`src/rtl/sdram_port_arbiter.sv`:
```
// Two-port round-robin arbiter onto a single SDRAM request/acknowledge interface.
// Each port buffers one request; the controller sees at most one outstanding access.
module sdram_port_arbiter #(
  parameter int ADDR_W = 25
) (
  input  logic              clk,
  input  logic              reset,
  input  logic [1:0]        port_rd,
  input  logic [1:0]        port_we,
  input  logic [ADDR_W-1:0] port_addr [2],
  input  logic [7:0]        port_din  [2],
  output logic [7:0]        port_dout [2],
  output logic [1:0]        port_ready,
  output logic              mem_req,
  output logic              mem_we,
  output logic [ADDR_W-1:0] mem_addr,
  output logic [7:0]        mem_din,
  input  logic [7:0]        mem_dout,
  input  logic              mem_ack
);

  localparam logic [1:0] ST_IDLE  = 2'd0;
  localparam logic [1:0] ST_ISSUE = 2'd1;
  localparam logic [1:0] ST_WAIT  = 2'd2;

  logic [1:0]        state_r;
  logic [1:0]        state_nx_s;
  logic              ready_r     [2];
  logic              pend_we_r   [2];
  logic [ADDR_W-1:0] pend_addr_r [2];
  logic [7:0]        pend_din_r  [2];
  logic [7:0]        dout_r      [2];
  logic              grant_r;
  logic              last_grant_r;
  logic              mem_req_r;
  logic              mem_we_r;
  logic [ADDR_W-1:0] mem_addr_r;
  logic [7:0]        mem_din_r;

  logic [1:0]        pending_s;
  logic [1:0]        accept_s;
  logic [1:0]        done_s;
  logic              ack_done_s;
  logic              sel_grant_s;

  assign pending_s  = {~ready_r[1], ~ready_r[0]};
  assign accept_s   = {ready_r[1], ready_r[0]} & (port_rd | port_we);
  assign ack_done_s = (state_r == ST_WAIT) && mem_ack;
  assign done_s     = {ack_done_s & grant_r, ack_done_s & ~grant_r};

  // Round-robin selection: on a tie the port that was not served last wins.
  always_comb begin
    sel_grant_s = 1'b0;
    if (pending_s == 2'b11) begin
      sel_grant_s = ~last_grant_r;
    end else if (pending_s[1]) begin
      sel_grant_s = 1'b1;
    end else begin
      sel_grant_s = 1'b0;
    end
  end

  // Arbiter next-state decode.
  always_comb begin
    state_nx_s = state_r;
    case (state_r)
      ST_IDLE:  state_nx_s = (|pending_s) ? ST_ISSUE : ST_IDLE;
      ST_ISSUE: state_nx_s = ST_WAIT;
      ST_WAIT:  state_nx_s = mem_ack ? ST_IDLE : ST_WAIT;
      default:  state_nx_s = ST_IDLE;
    endcase
  end

  for (genvar gp = 0; gp < 2; gp++) begin : g_port
    // Per-port pending slot and returned read data; a busy port ignores strobes.
    always_ff @(posedge clk) begin
      if (reset) begin
        ready_r[gp]     <= 1'b1;
        pend_we_r[gp]   <= 1'b0;
        pend_addr_r[gp] <= '0;
        pend_din_r[gp]  <= 8'h00;
        dout_r[gp]      <= 8'hFF;
      end else if (accept_s[gp]) begin
        ready_r[gp]     <= 1'b0;
        pend_we_r[gp]   <= port_we[gp];
        pend_addr_r[gp] <= port_addr[gp];
        pend_din_r[gp]  <= port_din[gp];
      end else if (done_s[gp]) begin
        ready_r[gp] <= 1'b1;
        if (!pend_we_r[gp]) begin
          dout_r[gp] <= mem_dout;
        end
      end
    end
  end

  // Arbiter state, grant tracking and the registered controller interface.
  always_ff @(posedge clk) begin
    if (reset) begin
      state_r      <= ST_IDLE;
      grant_r      <= 1'b0;
      last_grant_r <= 1'b1;
      mem_req_r    <= 1'b0;
      mem_we_r     <= 1'b0;
      mem_addr_r   <= '0;
      mem_din_r    <= 8'h00;
    end else begin
      state_r   <= state_nx_s;
      mem_req_r <= (state_r == ST_IDLE) && (|pending_s);
      case (state_r)
        ST_IDLE: begin
          if (|pending_s) begin
            grant_r    <= sel_grant_s;
            mem_we_r   <= pend_we_r[sel_grant_s];
            mem_addr_r <= pend_addr_r[sel_grant_s];
            mem_din_r  <= pend_din_r[sel_grant_s];
          end
        end
        ST_WAIT: begin
          if (mem_ack) begin
            last_grant_r <= grant_r;
          end
        end
        default: begin
          last_grant_r <= last_grant_r;
        end
      endcase
    end
  end

  assign port_ready = {ready_r[1], ready_r[0]};
  assign port_dout  = dout_r;
  assign mem_req    = mem_req_r;
  assign mem_we     = mem_we_r;
  assign mem_addr   = mem_addr_r;
  assign mem_din    = mem_din_r;

endmodule

```
`config.mk`:
```
export PLATFORM = sky130hd
export DESIGN_NAME = sdram_port_arbiter
export DESIGN_NICKNAME = d
export VERILOG_FILES = /design/src/rtl/sdram_port_arbiter.sv
export SDC_FILE = /design/constraint.sdc
export NUM_CORES = 1
export LEC_CHECK = 0
export ABC_CLOCK_PERIOD_IN_PS = 3750
export CORE_UTILIZATION = 50
export CTS_CLUSTER_SIZE = 12
export DETAILED_ROUTE_END_ITERATION = 12
export PLACE_DENSITY = 0.81
export SYNTH_ARGS = -nofsm -noshare
export SYNTH_HDL_FRONTEND = slang
export SYNTH_SLANG_ARGS = --single-unit
```
`constraint.sdc`:
```
create_clock -name clk -period 3.75 [get_ports clk]
set_input_delay 0.75 -clock clk [delete_from_list [all_inputs] [get_ports clk]]
set_output_delay 0.75 -clock clk [all_outputs]
set_load 0.02 [all_outputs]
```
==> results of run 1 <==
metal layers:
layer / GRT usage / up-vias / wire length [um]
met5: 0 / - / 0
met4: 0.0837 / 0 / 184
met3: 0.0579 / 16 / 558
met2: 0.404 / 107 / 6180
li1: - / 1808 / -
met1: 0.258 / 1740 / 4650
worst paths after layout:
check                                start                  to  slack [ns]  cells after the start
worst min register to register     grant_r             grant_r        0.49                      2
worst max-delay path            ready_r[1]       port_ready[1]        0.69                      1
worst max register to register  ready_r[1]  pend_addr_r[1][19]        1.17                      2
worst min-delay path               grant_r             grant_r        0.49                      2
cell usage after synthesis (2+ instances only):
master                     number
sky130_fd_sc_hd__a21oi_1        3
sky130_fd_sc_hd__a311oi_1      24
sky130_fd_sc_hd__a311oi_2      10
sky130_fd_sc_hd__and2_1        68
sky130_fd_sc_hd__buf_2         12
sky130_fd_sc_hd__buf_4          2
sky130_fd_sc_hd__clkbuf_1      24
sky130_fd_sc_hd__dfxtp_1       56
sky130_fd_sc_hd__edfxtp_1      69
sky130_fd_sc_hd__inv_1          2
sky130_fd_sc_hd__mux2i_1       16
sky130_fd_sc_hd__nand2b_1       4
sky130_fd_sc_hd__nand3b_1       2
sky130_fd_sc_hd__nor2_1        62
sky130_fd_sc_hd__nor2b_1        2
sky130_fd_sc_hd__nor3b_1        3
sky130_fd_sc_hd__o21ai_0       35
sky130_fd_sc_hd__or3b_1        34
power by group through the flow:
stage	sequential [uW]	clock, uW	combinational [uW]
global placement	1740	0	637
detailed placement	1740	0	652
global route	1740	1700	710
finish	1720	1620	659
floorplan	1780	0	318
CTS	1720	1640	663
cell families (layout without fill, tap and decap cells):
family / after synthesis / after routing
multiplexers: 16 / 16
AND/OR/NAND/NOR: 180 / 180
flip-flops: 125 / 125
buffers and inverters: 41 / 174
AO/OA/AOI/OAI: 74 / 74
sequential cells by signal, summed over array words and instances (netlist names):
| name | flops |
|---|---|
| ready_r | 2 |
| mem_req | 1 |
| pend_addr_r | 50 |
| pend_we_r | 2 |
| last_grant_r | 1 |
| grant_r | 1 |
| port_dout | 16 |
| pend_din_r | 16 |
| mem_addr | 25 |
| mem_we | 1 |
| state_r | 2 |
| mem_din | 8 |
cell type report:
cell class	count	area [um2]	share of cell area
Clock buffer	24	482	0.0672
Clock inverter	8	114	0.0159
Inverter	2	7.51	0.00105
Multi-Input combinational cell	270	1820	0.254
Sequential cell	125	3190	0.446
Tap cell	133	166	0.0232
Timing Repair Buffer	140	1380	0.192
per-stage QoR:
step | cells | power [uW] | worst slack (ns) | utilization
global placement | 670 | 2370 | 1.11 | 0.663
detailed placement | 670 | 2390 | 1.02 | 0.663
floorplan | 436 | 2100 | 1.45 | -
global route | 702 | 4150 | 0.524 | 0.723
finish | 702 | 4000 | 0.694 | 0.723
CTS | 702 | 4020 | 0.677 | 0.723
==> flow_results.xml, run 1 <==
<?xml version="1.0" encoding="UTF-8"?>
<metrics>
  <group name="status">
    <metric name="run_status" unit="">completed</metric>
  </group>
  <group name="setup_path">
    <metric name="endpoint_kind" unit="">primary output</metric>
    <metric name="crit_arrival" unit="ns">2.31</metric>
    <metric name="slowest_library_cell_on_the_worst_path" unit="">sky130_fd_sc_hd__dfxtp_2</metric>
    <metric name="worstPathRequired" unit="ns">3.00</metric>
    <metric name="critical_path_buffers_and_inverters" unit="">1</metric>
    <metric name="cp_top_delay_family" unit="">flip-flops</metric>
    <metric name="worstPathMaxFanout" unit="">73</metric>
    <metric name="crit_path_launch_type" unit="">register</metric>
    <metric name="critical-path-max-stage-delay" unit="ns">1.02</metric>
    <metric name="critical_path_class" unit="">reg2out</metric>
    <metric name="path_cells" unit="">clkdlybuf4s50_1</metric>
  </group>
  <group name="sta">
    <metric name="finalHoldWorstSlack" unit="ns">0.493</metric>
    <metric name="totalNegativeSetupSlack" unit="ns">0</metric>
    <metric name="final_max_slew_viol_count" unit="">0</metric>
    <metric name="hold_viol" unit="">0</metric>
    <metric name="fin_skew" unit="ns">0.00894</metric>
    <metric name="grt_setup_unrepaired" unit="">false</metric>
    <metric name="timing_worst_slew_pin_value" unit="ns">1.18</metric>
    <metric name="final-setup-viol-count" unit="">0</metric>
    <metric name="timing.final.crit_share" unit="">0.815</metric>
    <metric name="timing.final.crit_period" unit="ns">3.06</metric>
    <metric name="slew-limit-headroom" unit="">0.214</metric>
    <metric name="timing.fmax" unit="MHz">327</metric>
  </group>
  <group name="synth">
    <metric name="synth_compound_area_frac" unit="">0.111</metric>
    <metric name="synthDistinctLibCells" unit="">26</metric>
    <metric name="synth_enable_flop_cells" unit="">69</metric>
    <metric name="simple_gate_portion_of_the_synthesized_area" unit="">0.207</metric>
    <metric name="combinational_family_with_the_most_area_after_synthesis" unit="">simple AND/OR/NAND/NOR gates</metric>
    <metric name="netlist_top_cells_area" unit="">sky130_fd_sc_hd__edfxtp_1, sky130_fd_sc_hd__dfxtp_1, sky130_fd_sc_hd__and2_1, sky130_fd_sc_hd__or3b_1, sky130_fd_sc_hd__nor2_1</metric>
    <metric name="ys_dominant_reg_cell" unit="">sky130_fd_sc_hd__edfxtp_1</metric>
    <metric name="synthesis.area" unit="mm2">0.00518</metric>
    <metric name="ffs_w_async_s_r_synth" unit="">0</metric>
    <metric name="synth.yosys.seq_area_share" unit="">0.617</metric>
    <metric name="synth_top_cell_area_share" unit="">0.400</metric>
    <metric name="count_of_synthesis_stage_warnings_from_yosys" unit="">0</metric>
    <metric name="syn_inst_count" unit="">436</metric>
    <metric name="synthDominantAreaCellType" unit="">sky130_fd_sc_hd__edfxtp_1</metric>
    <metric name="muxShareOfSynthArea" unit="">0.0309</metric>
    <metric name="syn_nets" unit="">517</metric>
    <metric name="post_synth_fa_ha_maj_area_fraction" unit="">0</metric>
    <metric name="syn_area_per_cell" unit="um2">11.9</metric>
    <metric name="synth_xor_area_frac" unit="">0</metric>
    <metric name="synth-seq-cells" unit="">125</metric>
  </group>
  <group name="floorplanning">
    <metric name="placement_rows" unit="">36</metric>
    <metric name="die-area" unit="mm2">0.0108</metric>
    <metric name="initial_core_util" unit="">0.522</metric>
    <metric name="fp.coreArea" unit="mm2">0.00991</metric>
    <metric name="io_pins" unit="">134</metric>
    <metric name="chipHeight" unit="um">104</metric>
    <metric name="die_w" unit="um">104</metric>
  </group>
  <group name="layout">
    <metric name="drive_above_1_share" unit="">0.0914</metric>
    <metric name="layout_common_cells" unit="">sky130_fd_sc_hd__clkdlybuf4s50_1, sky130_fd_sc_hd__edfxtp_1, sky130_fd_sc_hd__and2_1, sky130_fd_sc_hd__nor2_1, sky130_fd_sc_hd__dfxtp_1</metric>
    <metric name="filler_cell_count" unit="">661</metric>
    <metric name="area_delta_synth_final" unit="%">38.4</metric>
    <metric name="final_nets" unit="">637</metric>
    <metric name="layout.cells.most_common" unit="">sky130_fd_sc_hd__clkdlybuf4s50_1</metric>
    <metric name="insertedDiodeCount" unit="">0</metric>
    <metric name="final_instance_area" unit="mm2">0.00716</metric>
  </group>
  <group name="grt">
    <metric name="groute.usage.overall" unit="">0.225</metric>
    <metric name="grt_overflow" unit="">0</metric>
    <metric name="first_global_vias" unit="">3854</metric>
    <metric name="grt_max_degree" unit="">74</metric>
    <metric name="grt_first_pass_wirelength" unit="um">18700</metric>
    <metric name="antenna_found_initial" unit="">0</metric>
  </group>
  <group name="clock_network">
    <metric name="clock_insertion_delay_worst_skew" unit="ns">0.51</metric>
    <metric name="cts_inserted_buffers" unit="">17</metric>
    <metric name="clk_pin_slew" unit="ns">0.05</metric>
    <metric name="cts-hold-fix-buffers" unit="">0</metric>
    <metric name="tritoncts_num_sinks" unit="">125</metric>
    <metric name="post_cts_resize_count" unit="">0</metric>
    <metric name="cts-root-to-sink-buffers" unit="">2</metric>
    <metric name="root_buffer_cell" unit="">sky130_fd_sc_hd__clkbuf_8</metric>
    <metric name="htree_num_levels" unit="">4</metric>
    <metric name="clock_tree_from_tritoncts" unit="">built</metric>
    <metric name="cts.repair_timing.setup_buffer_count" unit="">0</metric>
  </group>
  <group name="routing">
    <metric name="drcViolationCount" unit="">0</metric>
    <metric name="num_vias" unit="">3671</metric>
    <metric name="dr.first_iter.drc_count" unit="">212</metric>
    <metric name="wl_per_cell" unit="um">16.5</metric>
    <metric name="drtPass1Iterations" unit="">5</metric>
    <metric name="vias_per_cell" unit="">5.23</metric>
    <metric name="drt.antenna.violating_nets" unit="">0</metric>
    <metric name="drt_wl_total" unit="um">11600</metric>
  </group>
  <group name="pwr">
    <metric name="power_frac_clock" unit="">0.406</metric>
    <metric name="share_comb_of_total_power" unit="">0.165</metric>
    <metric name="share_seq_of_total_power" unit="">0.429</metric>
    <metric name="power_report.internal_total" unit="uW">3020</metric>
    <metric name="p_leak" unit="uW">0.00257</metric>
    <metric name="p_per_area" unit="mW/mm2">558</metric>
    <metric name="worst_ir_drop_vdd" unit="uV">468</metric>
    <metric name="net-switching-power" unit="uW">978</metric>
    <metric name="p_sw_frac" unit="">0.245</metric>
  </group>
  <group name="placed_design">
    <metric name="placed_area" unit="mm2">0.00657</metric>
    <metric name="globalplace.congestion" unit="">0.708</metric>
    <metric name="count_of_port_buffers_added_during_placement" unit="">133</metric>
    <metric name="dpl.hpwl" unit="um">7280</metric>
  </group>
  <group name="flow_run">
    <metric name="drv_cap" unit="">0</metric>
  </group>
  <group name="min_path">
    <metric name="hp-class" unit="">reg2reg</metric>
  </group>
</metrics>
Note: power is estimated with default switching activity, not from simulation.
==> run 2: changes to the inputs <==
Settings changed: ABC_CLOCK_PERIOD_IN_PS 3750 to 3100, CORE_UTILIZATION 50 to 49, PLACE_DENSITY 0.81 to 0.79.
Clock period 3.75 ns to 3.1 ns, I/O delays scaled along.
==> run 2 against run 1 <==
Net effect: largest cell class unchanged; count of clock-buffer cells in the layout is 6 lower; die area is 2.0% higher; critical path depth stayed put; sequential cell count stayed put; combinational power is 27% higher; cell count is 1.0% higher; first-iteration DRC count is 2.4% higher; worst setup slack better by 0.12 ns; routed wire length is 2.9% lower; via count is 1.7% higher; power is 27% higher; clock skew is 0.0015 ns higher.
==> flow_results.xml, run 2 (same netlist as run 1, synthesis figures left out) <==
<?xml version="1.0" encoding="UTF-8"?>
<metrics>
  <group name="clock_network">
    <metric name="cts.repair_timing.setup_buffer_count" unit="">0</metric>
    <metric name="clock_tree_from_tritoncts" unit="">built</metric>
    <metric name="cts-root-to-sink-buffers" unit="">2</metric>
    <metric name="tritoncts_num_sinks" unit="">125</metric>
    <metric name="clock_insertion_delay_worst_skew" unit="ns">0.50</metric>
    <metric name="cts_inserted_buffers" unit="">17</metric>
    <metric name="root_buffer_cell" unit="">sky130_fd_sc_hd__clkbuf_8</metric>
    <metric name="clk_pin_slew" unit="ns">0.06</metric>
    <metric name="post_cts_resize_count" unit="">0</metric>
    <metric name="htree_num_levels" unit="">4</metric>
    <metric name="cts-hold-fix-buffers" unit="">0</metric>
  </group>
  <group name="setup_path">
    <metric name="slowest_library_cell_on_the_worst_path" unit="">sky130_fd_sc_hd__clkdlybuf4s50_1</metric>
    <metric name="worstPathMaxFanout" unit="">4</metric>
    <metric name="path_cells" unit="">clkdlybuf4s50_1</metric>
    <metric name="critical-path-max-stage-delay" unit="ns">0.66</metric>
    <metric name="critical_path_class" unit="">reg2out</metric>
    <metric name="cp.depth" unit="">1</metric>
    <metric name="crit_arrival" unit="ns">1.67</metric>
    <metric name="worstPathRequired" unit="ns">2.48</metric>
    <metric name="ff2ff_path_depth" unit="">4</metric>
    <metric name="cp_top_delay_family" unit="">buffers and inverters</metric>
    <metric name="critical_path_buffers_and_inverters" unit="">1</metric>
    <metric name="endpoint_kind" unit="">primary output</metric>
    <metric name="crit_path_launch_type" unit="">register</metric>
  </group>
  <group name="grt">
    <metric name="first_global_vias" unit="">3808</metric>
    <metric name="groute.usage.overall" unit="">0.214</metric>
    <metric name="grt_overflow" unit="">0</metric>
    <metric name="grt_first_pass_wirelength" unit="um">18000</metric>
    <metric name="antenna_found_initial" unit="">0</metric>
    <metric name="grt_max_degree" unit="">72</metric>
  </group>
  <group name="status">
    <metric name="run_status" unit="">completed</metric>
  </group>
  <group name="sta">
    <metric name="hold_viol" unit="">0</metric>
    <metric name="totalNegativeSetupSlack" unit="ns">0</metric>
    <metric name="timing.final.crit_period" unit="ns">2.29</metric>
    <metric name="timing_worst_slew_pin_value" unit="ns">1.05</metric>
    <metric name="final-setup-viol-count" unit="">0</metric>
    <metric name="timing.final.crit_share" unit="">0.738</metric>
    <metric name="fin_skew" unit="ns">0.0105</metric>
    <metric name="grt_setup_unrepaired" unit="">false</metric>
    <metric name="slew-limit-headroom" unit="">0.299</metric>
    <metric name="final_max_slew_viol_count" unit="">0</metric>
    <metric name="timing.fmax" unit="MHz">437</metric>
  </group>
  <group name="placed_design">
    <metric name="dpl.hpwl" unit="um">7520</metric>
    <metric name="globalplace.congestion" unit="">0.787</metric>
    <metric name="post-place-cells" unit="">677</metric>
    <metric name="count_of_port_buffers_added_during_placement" unit="">133</metric>
  </group>
  <group name="floorplanning">
    <metric name="die_w" unit="um">105</metric>
    <metric name="fp.coreArea" unit="mm2">0.0103</metric>
    <metric name="io_pins" unit="">134</metric>
    <metric name="die-area" unit="mm2">0.0110</metric>
    <metric name="chipHeight" unit="um">105</metric>
    <metric name="placement_rows" unit="">37</metric>
    <metric name="initial_core_util" unit="">0.504</metric>
  </group>
  <group name="pwr">
    <metric name="p_per_area" unit="mW/mm2">697</metric>
    <metric name="p_leak" unit="uW">0.00261</metric>
    <metric name="worst_ir_drop_vdd" unit="uV">379</metric>
  </group>
  <group name="routing">
    <metric name="vias_per_cell" unit="">5.27</metric>
    <metric name="drt.antenna.violating_nets" unit="">0</metric>
    <metric name="dr.first_iter.drc_count" unit="">217</metric>
    <metric name="drtPass1Iterations" unit="">7</metric>
    <metric name="wl_per_cell" unit="um">15.9</metric>
    <metric name="num_vias" unit="">3734</metric>
    <metric name="drt_wl_total" unit="um">11200</metric>
    <metric name="drcViolationCount" unit="">0</metric>
  </group>
  <group name="layout">
    <metric name="layout_common_cells" unit="">sky130_fd_sc_hd__clkdlybuf4s50_1, sky130_fd_sc_hd__edfxtp_1, sky130_fd_sc_hd__and2_1, sky130_fd_sc_hd__nor2_1, sky130_fd_sc_hd__dfxtp_1</metric>
    <metric name="final_nets" unit="">641</metric>
    <metric name="number_of_flip_flops_under_the_largest_register_name" unit="">50</metric>
    <metric name="drive_above_1_share" unit="">0.105</metric>
    <metric name="layout.cells.most_common" unit="">sky130_fd_sc_hd__clkdlybuf4s50_1</metric>
    <metric name="utilization" unit="">0.707</metric>
    <metric name="area_delta_synth_final" unit="%">40.3</metric>
    <metric name="number_of_standard_cells_in_the_final_layout_excluding_fillers" unit="">709</metric>
    <metric name="insertedDiodeCount" unit="">0</metric>
    <metric name="top_register" unit="">pend_addr_r</metric>
  </group>
  <group name="min_path">
    <metric name="timing.hold.worst_path_depth" unit="">2</metric>
    <metric name="hp-class" unit="">reg2reg</metric>
  </group>
  <group name="flow_run">
    <metric name="drv_cap" unit="">0</metric>
  </group>
</metrics>
[run 2: cell count changes in the layout (fill, tap and decap cells not counted), sizes merged]
cell and delta:
bufinv +3, clkinv +1, buf +4, inv +1, clkbuf -6, clkinvlp +1
[run 2: final cells by class]
cell class | count | area, um2
clock inverter | 14 | 241
timing repair buffer | 144 | 1410
fill | 736 | 3020
clock buffer | 18 | 418
inverter | 2 | 7.51
tap | 136 | 170
sequential | 125 | 3190
multi-input combinational | 270 | 1820
[run 2: metal layers]
layer  vias to the layer above  share of wire  global-route usage
met1                      1791           0.39               0.234
met2                       103           0.54               0.389
li1                       1820              -                   -
met3                        20          0.041              0.0487
met4                         0          0.026               0.103
met5                         -              0                   0
[run 2: worst paths after layout]
check                                  start       endpoint  slack, ns
worst max register to register    ready_r[0]   mem_addr[22]       1.13
worst min register to register  last_grant_r   last_grant_r       0.48
worst min-delay path            last_grant_r   last_grant_r       0.48
worst max-delay path              ready_r[0]  port_ready[0]       0.81
[run 2: tightest hold or removal path, delay by kind of cell (launching register included)]
kind,cells,cell delay [ns]
AND/OR/NAND/NOR,2,0.12
flip-flops,1,0.33
[run 2: power breakdown]
part / internal [uW] / switching, uW / total, uW
Sequential: 1960 / 81.0 / 2040
Combinational: 394 / 441 / 835
Clock: 1470 / 718 / 2190
[run 2: stage by stage]
stage	cell area [um2]	hold slack, ns	power (uW)	worst slack, ns
floorplan	5180	0.432	2540	0.932
global placement	6600	0.454	2880	0.676
detailed placement	6600	0.463	2910	0.563
CTS	7260	0.482	5100	0.787
global route	7260	0.522	5240	0.761
finish	7260	0.481	5060	0.812
